**config.mk**
```make
export PLATFORM = sky130hd
export DESIGN_NAME = fyp_tx_scheduler
export DESIGN_NICKNAME = d
export VERILOG_FILES = /design/src/rtl/fyp_tx_pkg.sv /design/src/rtl/fyp_cycle_timer.sv /design/src/rtl/fyp_tx_scheduler.sv
export SDC_FILE = /design/constraint.sdc
export NUM_CORES = 1
export LEC_CHECK = 0
export CORE_ASPECT_RATIO = 1.1
export CORE_MARGIN = 2
export CORE_UTILIZATION = 45
export DETAILED_ROUTE_END_ITERATION = 6
export PLACE_DENSITY = 0.68
export SYNTH_ARGS = -nofsm -noshare
export SYNTH_HDL_FRONTEND = slang
export SYNTH_SLANG_ARGS = --single-unit
```
**constraint.sdc**
```tcl
create_clock -name clk -period 4.2 [get_ports clk]
set_clock_uncertainty 0.15 [all_clocks]
set_input_delay 0.63 -clock clk [delete_from_list [all_inputs] [get_ports clk]]
set_output_delay 0.63 -clock clk [all_outputs]
set_load 0.01 [all_outputs]
```
**src/rtl/fyp_tx_pkg.sv**
```systemverilog
// fyp_tx_pkg: shared types and constants for the
// transmit scheduler slice.
package fyp_tx_pkg;

    typedef enum logic [1:0] {
        ST_IDLE,
        ST_WAIT_SOP,
        ST_IN_PKT,
        ST_GAP
    } tx_state_t;

    localparam logic [1:0] MODE_CONT   = 2'd0;
    localparam logic [1:0] MODE_BURST  = 2'd1;
    localparam logic [1:0] MODE_SINGLE = 2'd2;

    localparam int DEF_CNT_W       = 32;
    localparam int DEF_GAP_W       = 16;
    localparam int DEF_WDOG_CYCLES = 4096;

endpackage

```
**src/rtl/fyp_cycle_timer.sv**
```systemverilog
// fyp_cycle_timer: loadable down-counter that
// parks at zero and flags expiry there.
module fyp_cycle_timer #(
    parameter int W = 16
) (
    input  logic         clk,
    input  logic         reset,
    input  logic         load,
    input  logic [W-1:0] load_val,
    input  logic         tick,
    output logic         expired
);

    logic [W-1:0] count;

    // load wins over tick; never wraps below zero
    always_ff @(posedge clk) begin
        if (reset) begin
            count <= '0;
        end else if (load) begin
            count <= load_val;
        end else if (tick && count != '0) begin
            count <= count - 1'b1;
        end
    end

    assign expired = (count == '0);

endmodule

```
**src/rtl/fyp_tx_scheduler.sv**
```systemverilog
// fyp_tx_scheduler: paces gen_start/gen_stop per
// packet slot and watches the stream into the MAC.
module fyp_tx_scheduler
    import fyp_tx_pkg::*;
#(
    parameter int CNT_W       = DEF_CNT_W,
    parameter int GAP_W       = DEF_GAP_W,
    parameter int WDOG_CYCLES = DEF_WDOG_CYCLES
) (
    input  logic             clk,
    input  logic             reset,
    input  logic             cfg_start,
    input  logic             cfg_stop,
    input  logic [1:0]       cfg_mode,
    input  logic [CNT_W-1:0] cfg_pkt_count,
    input  logic [GAP_W-1:0] cfg_gap,
    input  logic             mon_valid,
    input  logic             mon_rdy,
    input  logic             mon_sop,
    input  logic             mon_eop,
    output logic             gen_start,
    output logic             gen_stop,
    output logic             busy,
    output logic             done,
    output logic [CNT_W-1:0] sent_count,
    output logic             err_timeout,
    output logic             err_proto
);

    localparam int WD_W = $clog2(WDOG_CYCLES) + 1;
    localparam logic [WD_W-1:0] WD_LOAD = WD_W'(WDOG_CYCLES - 1);

    tx_state_t        state, state_n;
    logic             cont_q, cont_n;
    logic [CNT_W-1:0] target_q, target_n;
    logic [GAP_W-1:0] gap_q, gap_n;
    logic             stop_pend, stop_pend_n;
    logic             gen_start_n, gen_stop_n, done_n;
    logic             err_t_n, err_p_n;
    logic [CNT_W-1:0] sent_n, sent_inc;
    logic             acc, sop_a, eop_a;
    logic             complete, finish;
    logic             gap_load, gap_exp;
    logic             wd_load, wd_tick, wd_exp;
    logic             watching;

    assign acc      = mon_valid & mon_rdy;
    assign sop_a    = acc & mon_sop;
    assign eop_a    = acc & mon_eop;
    assign sent_inc = (&sent_count) ? sent_count
                                    : sent_count + 1'b1;
    assign finish   = (!cont_q && sent_inc == target_q)
                      || stop_pend || cfg_stop;
    assign watching = (state == ST_WAIT_SOP)
                      || (state == ST_IN_PKT);
    assign wd_tick  = watching;
    assign wd_load  = (acc && watching)
                      || (state_n == ST_WAIT_SOP
                          && state != ST_WAIT_SOP);

    fyp_cycle_timer #(.W(GAP_W)) u_gap_timer (
        .clk      (clk),
        .reset    (reset),
        .load     (gap_load),
        .load_val (gap_q),
        .tick     (state == ST_GAP),
        .expired  (gap_exp)
    );

    fyp_cycle_timer #(.W(WD_W)) u_wdog_timer (
        .clk      (clk),
        .reset    (reset),
        .load     (wd_load),
        .load_val (WD_LOAD),
        .tick     (wd_tick),
        .expired  (wd_exp)
    );

    // next state, pulses and counter/flag updates
    always_comb begin
        state_n     = state;
        cont_n      = cont_q;
        target_n    = target_q;
        gap_n       = gap_q;
        stop_pend_n = stop_pend;
        gen_start_n = 1'b0;
        gen_stop_n  = 1'b0;
        done_n      = 1'b0;
        sent_n      = sent_count;
        err_t_n     = err_timeout;
        err_p_n     = err_proto;
        complete    = 1'b0;
        gap_load    = 1'b0;
        unique case (state)
            ST_IDLE: begin
                if (cfg_start && !cfg_stop) begin
                    cont_n      = (cfg_mode == MODE_CONT);
                    target_n    = (cfg_mode == MODE_BURST)
                                  ? cfg_pkt_count : CNT_W'(1);
                    gap_n       = cfg_gap;
                    stop_pend_n = 1'b0;
                    sent_n      = '0;
                    err_t_n     = 1'b0;
                    err_p_n     = 1'b0;
                    if (cfg_mode == MODE_BURST
                        && cfg_pkt_count == '0) begin
                        done_n = 1'b1;
                    end else begin
                        gen_start_n = 1'b1;
                        state_n     = ST_WAIT_SOP;
                    end
                end
            end
            ST_WAIT_SOP: begin
                if (cfg_stop) begin
                    gen_stop_n = 1'b1;
                    done_n     = 1'b1;
                    state_n    = ST_IDLE;
                end else if (sop_a && eop_a) begin
                    complete = 1'b1;
                end else if (sop_a) begin
                    state_n = ST_IN_PKT;
                end else if (eop_a) begin
                    err_p_n = 1'b1;
                end else if (!acc && wd_exp) begin
                    err_t_n    = 1'b1;
                    gen_stop_n = 1'b1;
                    done_n     = 1'b1;
                    state_n    = ST_IDLE;
                end
            end
            ST_IN_PKT: begin
                if (cfg_stop) stop_pend_n = 1'b1;
                if (sop_a) err_p_n = 1'b1;
                if (eop_a) begin
                    complete = 1'b1;
                end else if (!acc && wd_exp) begin
                    err_t_n    = 1'b1;
                    gen_stop_n = 1'b1;
                    done_n     = 1'b1;
                    state_n    = ST_IDLE;
                end
            end
            ST_GAP: begin
                if (eop_a) err_p_n = 1'b1;
                if (cfg_stop) begin
                    done_n  = 1'b1;
                    state_n = ST_IDLE;
                end else if (gap_exp) begin
                    gen_start_n = 1'b1;
                    state_n     = ST_WAIT_SOP;
                end
            end
            default: state_n = ST_IDLE;
        endcase
        if (complete) begin
            gen_stop_n = 1'b1;
            sent_n     = sent_inc;
            if (finish) begin
                done_n  = 1'b1;
                state_n = ST_IDLE;
            end else begin
                gap_load = 1'b1;
                state_n  = ST_GAP;
            end
        end
    end

    // state, latched config and registered outputs
    always_ff @(posedge clk) begin
        if (reset) begin
            state       <= ST_IDLE;
            cont_q      <= 1'b0;
            target_q    <= '0;
            gap_q       <= '0;
            stop_pend   <= 1'b0;
            gen_start   <= 1'b0;
            gen_stop    <= 1'b0;
            busy        <= 1'b0;
            done        <= 1'b0;
            sent_count  <= '0;
            err_timeout <= 1'b0;
            err_proto   <= 1'b0;
        end else begin
            state       <= state_n;
            cont_q      <= cont_n;
            target_q    <= target_n;
            gap_q       <= gap_n;
            stop_pend   <= stop_pend_n;
            gen_start   <= gen_start_n;
            gen_stop    <= gen_stop_n;
            busy        <= (state_n != ST_IDLE);
            done        <= done_n;
            sent_count  <= sent_n;
            err_timeout <= err_t_n;
            err_proto   <= err_p_n;
        end
    end

endmodule

```
==> summary.md <==
| Metric | Value |
|---|---|
| Power Density | 341.0 nW/um^2 |
| Period utilization | 95.43% |
| Vias per Instance | 5.962 |
| GRT overflow | 0 |
| Class of the worst hold path | register to register |
| Die height | 134.5 microns |
| Internal | 2.167 mW |
| Worst reg-to-reg setup slack | 0.19 ns |
| MaxCap Viol Count | 0 |
| Distinct cells, synth | 67 |
| Leak pwr | 3.003 nW |
| Synth Area in XOR/XNOR | 8.047% |
| Top_reg_cell synth | dfxtp_1 |
| Max-slew violations | 0 |
| Syn avg cell area | 7.688 sq um |
| Reg2Reg Capture Point | u_gap_timer.count[0] |
| Core footprint | 15110 sq um |
| Max incr delay on CP | 0.63 ns |
| Top-area cell type share of the netlist area | 34.20% |
| Global-route wire length before repair | 34290 microns |
| Status | complete, no violations |
| Reg2reg start | sent_count[7] |
| Final HPWL DP | 15390 microns |
| Number of CTS-inserted buffers | 17 |
| IO Count | 96 |
| Detail-routed net length per standard cell | 17.97 microns |
| Final net count | 1054 |
| Synth Area in Simple Gates | 30.18% |
| HP Start | gap_q[4] |
| EDFF count, synth | 0 |
| RSZ-0062 raised after global routing | no |
| Ys async rst share | 0% |
| Syn Inst Count | 906 |
| Net Count, Synth | 973 |
| NetSw | 0.8042 mW |
| Synth warn | 0 |
| Hold slack | 0.3085 ns |
| Gate power share | 11.8% |
| Worst-path maximum fanout | 32 |
| Fin Setup TNS | 0 ns |
| First drt pass iteration count | 5 |
| Dominant cells by area after synthesis | dfxtp_1 34%, a21oi_1 7.4%, nand2_1 5.7% |
| CTS clk-pin slew, worst paths | 0.06 ns |
| Final wirelength | 21500 microns |
| Minimum clock period | 4.008 ns |
| Yosys top cell by area | dfxtp_1 |
| Post-synthesis sequential element count | 119 |
| Vias | 7130 |
| Cts repair resizes | 0 |
| Gp weighted congestion | 0.9919 |
| Die X | 122.6 microns |
| Switch share | 27.06% |
| Pwr Total | 2.972 mW |
| Clk sinks | 119 |
| Register area share after synthesis | 34.20% |
| Number of antenna violations at the first check in global routing | 0 |
| Crit-path cells | and4_1, nand4_1, a211oi_1, xnor2_1, nand3_1, or4b_1, nor4_4, buf_12, o21ai_0, nor3b_2 |
| Critical path endpoint category | register |
| Hold depth | 2 |
| Vias in the first global route | 6546 |
| Pin count of the biggest net entering global routing | 59 |
| Slew @ Worst Pin | 0.9214 ns |
| Critical path startpoint | sent_count[7] |
| Slowest cell on crit path | a211oi_1 |
| Final core utilization | 57.65% |
| Worst slew margin | 38.10% |
| Crit path max-delay family | simple AND/OR/NAND/NOR gates |
| Kind of critical path | register to register |
| Gr usage total | 26.49% |
| Area grow syn2layout | 25.09% |
| Compound-Gate Fraction of Synth Area | 19.80% |
| Data arrival, critical path | 4.14 ns |
| N_diodes | 0 |
| Design area | 8713 sq um |
| Combinational family with the most area after synthesis | simple AND/OR/NAND/NOR gates |
| CP Buf/Inv Count | 1 |
| F_max | 249.5 MHz |
| CP Launch Type | register |
| Worst Hold End | gap_q[4] |
| Reg power frac | 41.2% |
| # setup viols final | 0 |
| Setup Buffers After CTS | 0 |
| Port bufs | 95 |
| Adder-Cell Fraction of Synth Area | 1.617% |
| Root buffer cell | clkbuf_16 |
| Maximum vdd drop | 0.2670 mV |
| Iteration-0 DRC Markers | 512 |
| Bufs on Longest Clock Path | 2 |
| Clock latency on the worst-skew pair | 0.43 ns |
| R2R cell count | 10 |
| Synth cell count leaders | 119 x dfxtp_1, 106 x nand2_1, 103 x a21oi_1 |
| Final hold viol count | 0 |
| H-tree levels | 4 |
| Starting Density | 46.09% |
| Proportion of layout cells with a drive suffix above 1 | 9.000% |
| DIE AREA | 16490 sq um |
| Cell area after synthesis | 6965 sq um |
| DRC viols | 0 |
| Top-count cell post-synth | dfxtp_1 |
| Number of nets still failing antenna checks after routing | 0 |
| Row count | 47 |
| Clock share of power | 47.0% |
| Post-synthesis mux area share | 1.347% |
| Area post-placement | 8140 sq um |
| Worst Path Required | 4.34 ns |
| Cts-stage hold buffer count | 0 |
| CTS tree | yes |
[power groups by stage]
stage,Sequential (mW),Clock [mW],Combinational (mW)
finish,1.22,1.40,0.352
global route,1.23,1.47,0.391
CTS,1.22,1.42,0.352
detailed placement,1.25,0,0.349
global placement,1.25,0,0.347
floorplan,1.24,0,0.221
[through the flow]
| step | std cells | setup slack [ns] |
|---|---|---|
| after floorplan | 906 | 0.6634 |
| after global placement | 1164 | 0.3620 |
| after detailed placement | 1164 | 0.2843 |
| after CTS | 1196 | 0.2680 |
| after global routing | 1196 | 0.03297 |
| final | 1196 | 0.1919 |
[state kept, by name, summed over array words and instances (netlist names), 2 cells and up]
| register | count |
|---|---|
| sent_count | 32 |
| target_q | 32 |
| gap_q | 16 |
| u_gap_timer.count | 16 |
| u_wdog_timer.count | 13 |
| state | 2 |
[worst reg2reg max path, delay by kind of cell, from the launching register on]
family	cells	cell delay, ns
AND/OR/NAND/NOR	6	2.00
AO/OA/AOI/OAI	2	0.74
flip-flops	1	0.52
XOR/XNOR	1	0.24
buffers and inverters	1	0.22
[logic make-up (layout without fill, tap and decap cells)]
logic type      Yosys count  in the layout
simple gates            403            403
mux                       9              9
flops                   119            119
compound gates          224            224
buf+inv                  78            172
xor+xnor                 64             64
fa+ha+maj                 9              9
[final cells by class]
class,count,area [sq um]
Timing Repair Buffer,128,1209
Clock buffer,18,439.2
Fill cell,1433,6400
Clock inverter,14,127.6
Sequential cell,119,2382
Multi-Input combinational cell,709,4265
Tap cell,196,245.2
Inverter,12,45.04
[layout by cell type (no fill, tap or decap), types with 33 or more instances in the layout]
cell type          n
dfxtp_1          119
nor3_1            43
nand3_1           55
buf_4             33
nor2_1            62
xnor2_1           40
nand2_1          105
clkdlybuf4s50_1   94
o21ai_0           40
a21oi_1          103
[worst max-delay path by stage]
| stage | endpoint | depth (start not counted) | slack [ns] |
|---|---|---|---|
| after floorplan | u_gap_timer.count[2] | 12 | 0.66 |
| after global placement | u_gap_timer.count[6] | 10 | 0.36 |
| after detailed placement | state[0] | 10 | 0.28 |
| after CTS | u_gap_timer.count[6] | 10 | 0.27 |
| after global routing | u_gap_timer.count[8] | 10 | 0.03 |
| final | u_gap_timer.count[0] | 10 | 0.19 |
[metal layers]
metal / share of wire [%] / GRT usage (%) / vias to the layer above / routed length (microns)
li1: - / - / 3478 / -
met1: 44 / 33.77 / 3355 / 9462
met2: 47 / 43.61 / 245 / 10140
met3: 5.5 / 5.279 / 52 / 1190
met4: 3.3 / 10.86 / 0 / 700
met5: 0 / 0 / - / 0
Power figures use the tool's default switching activity.
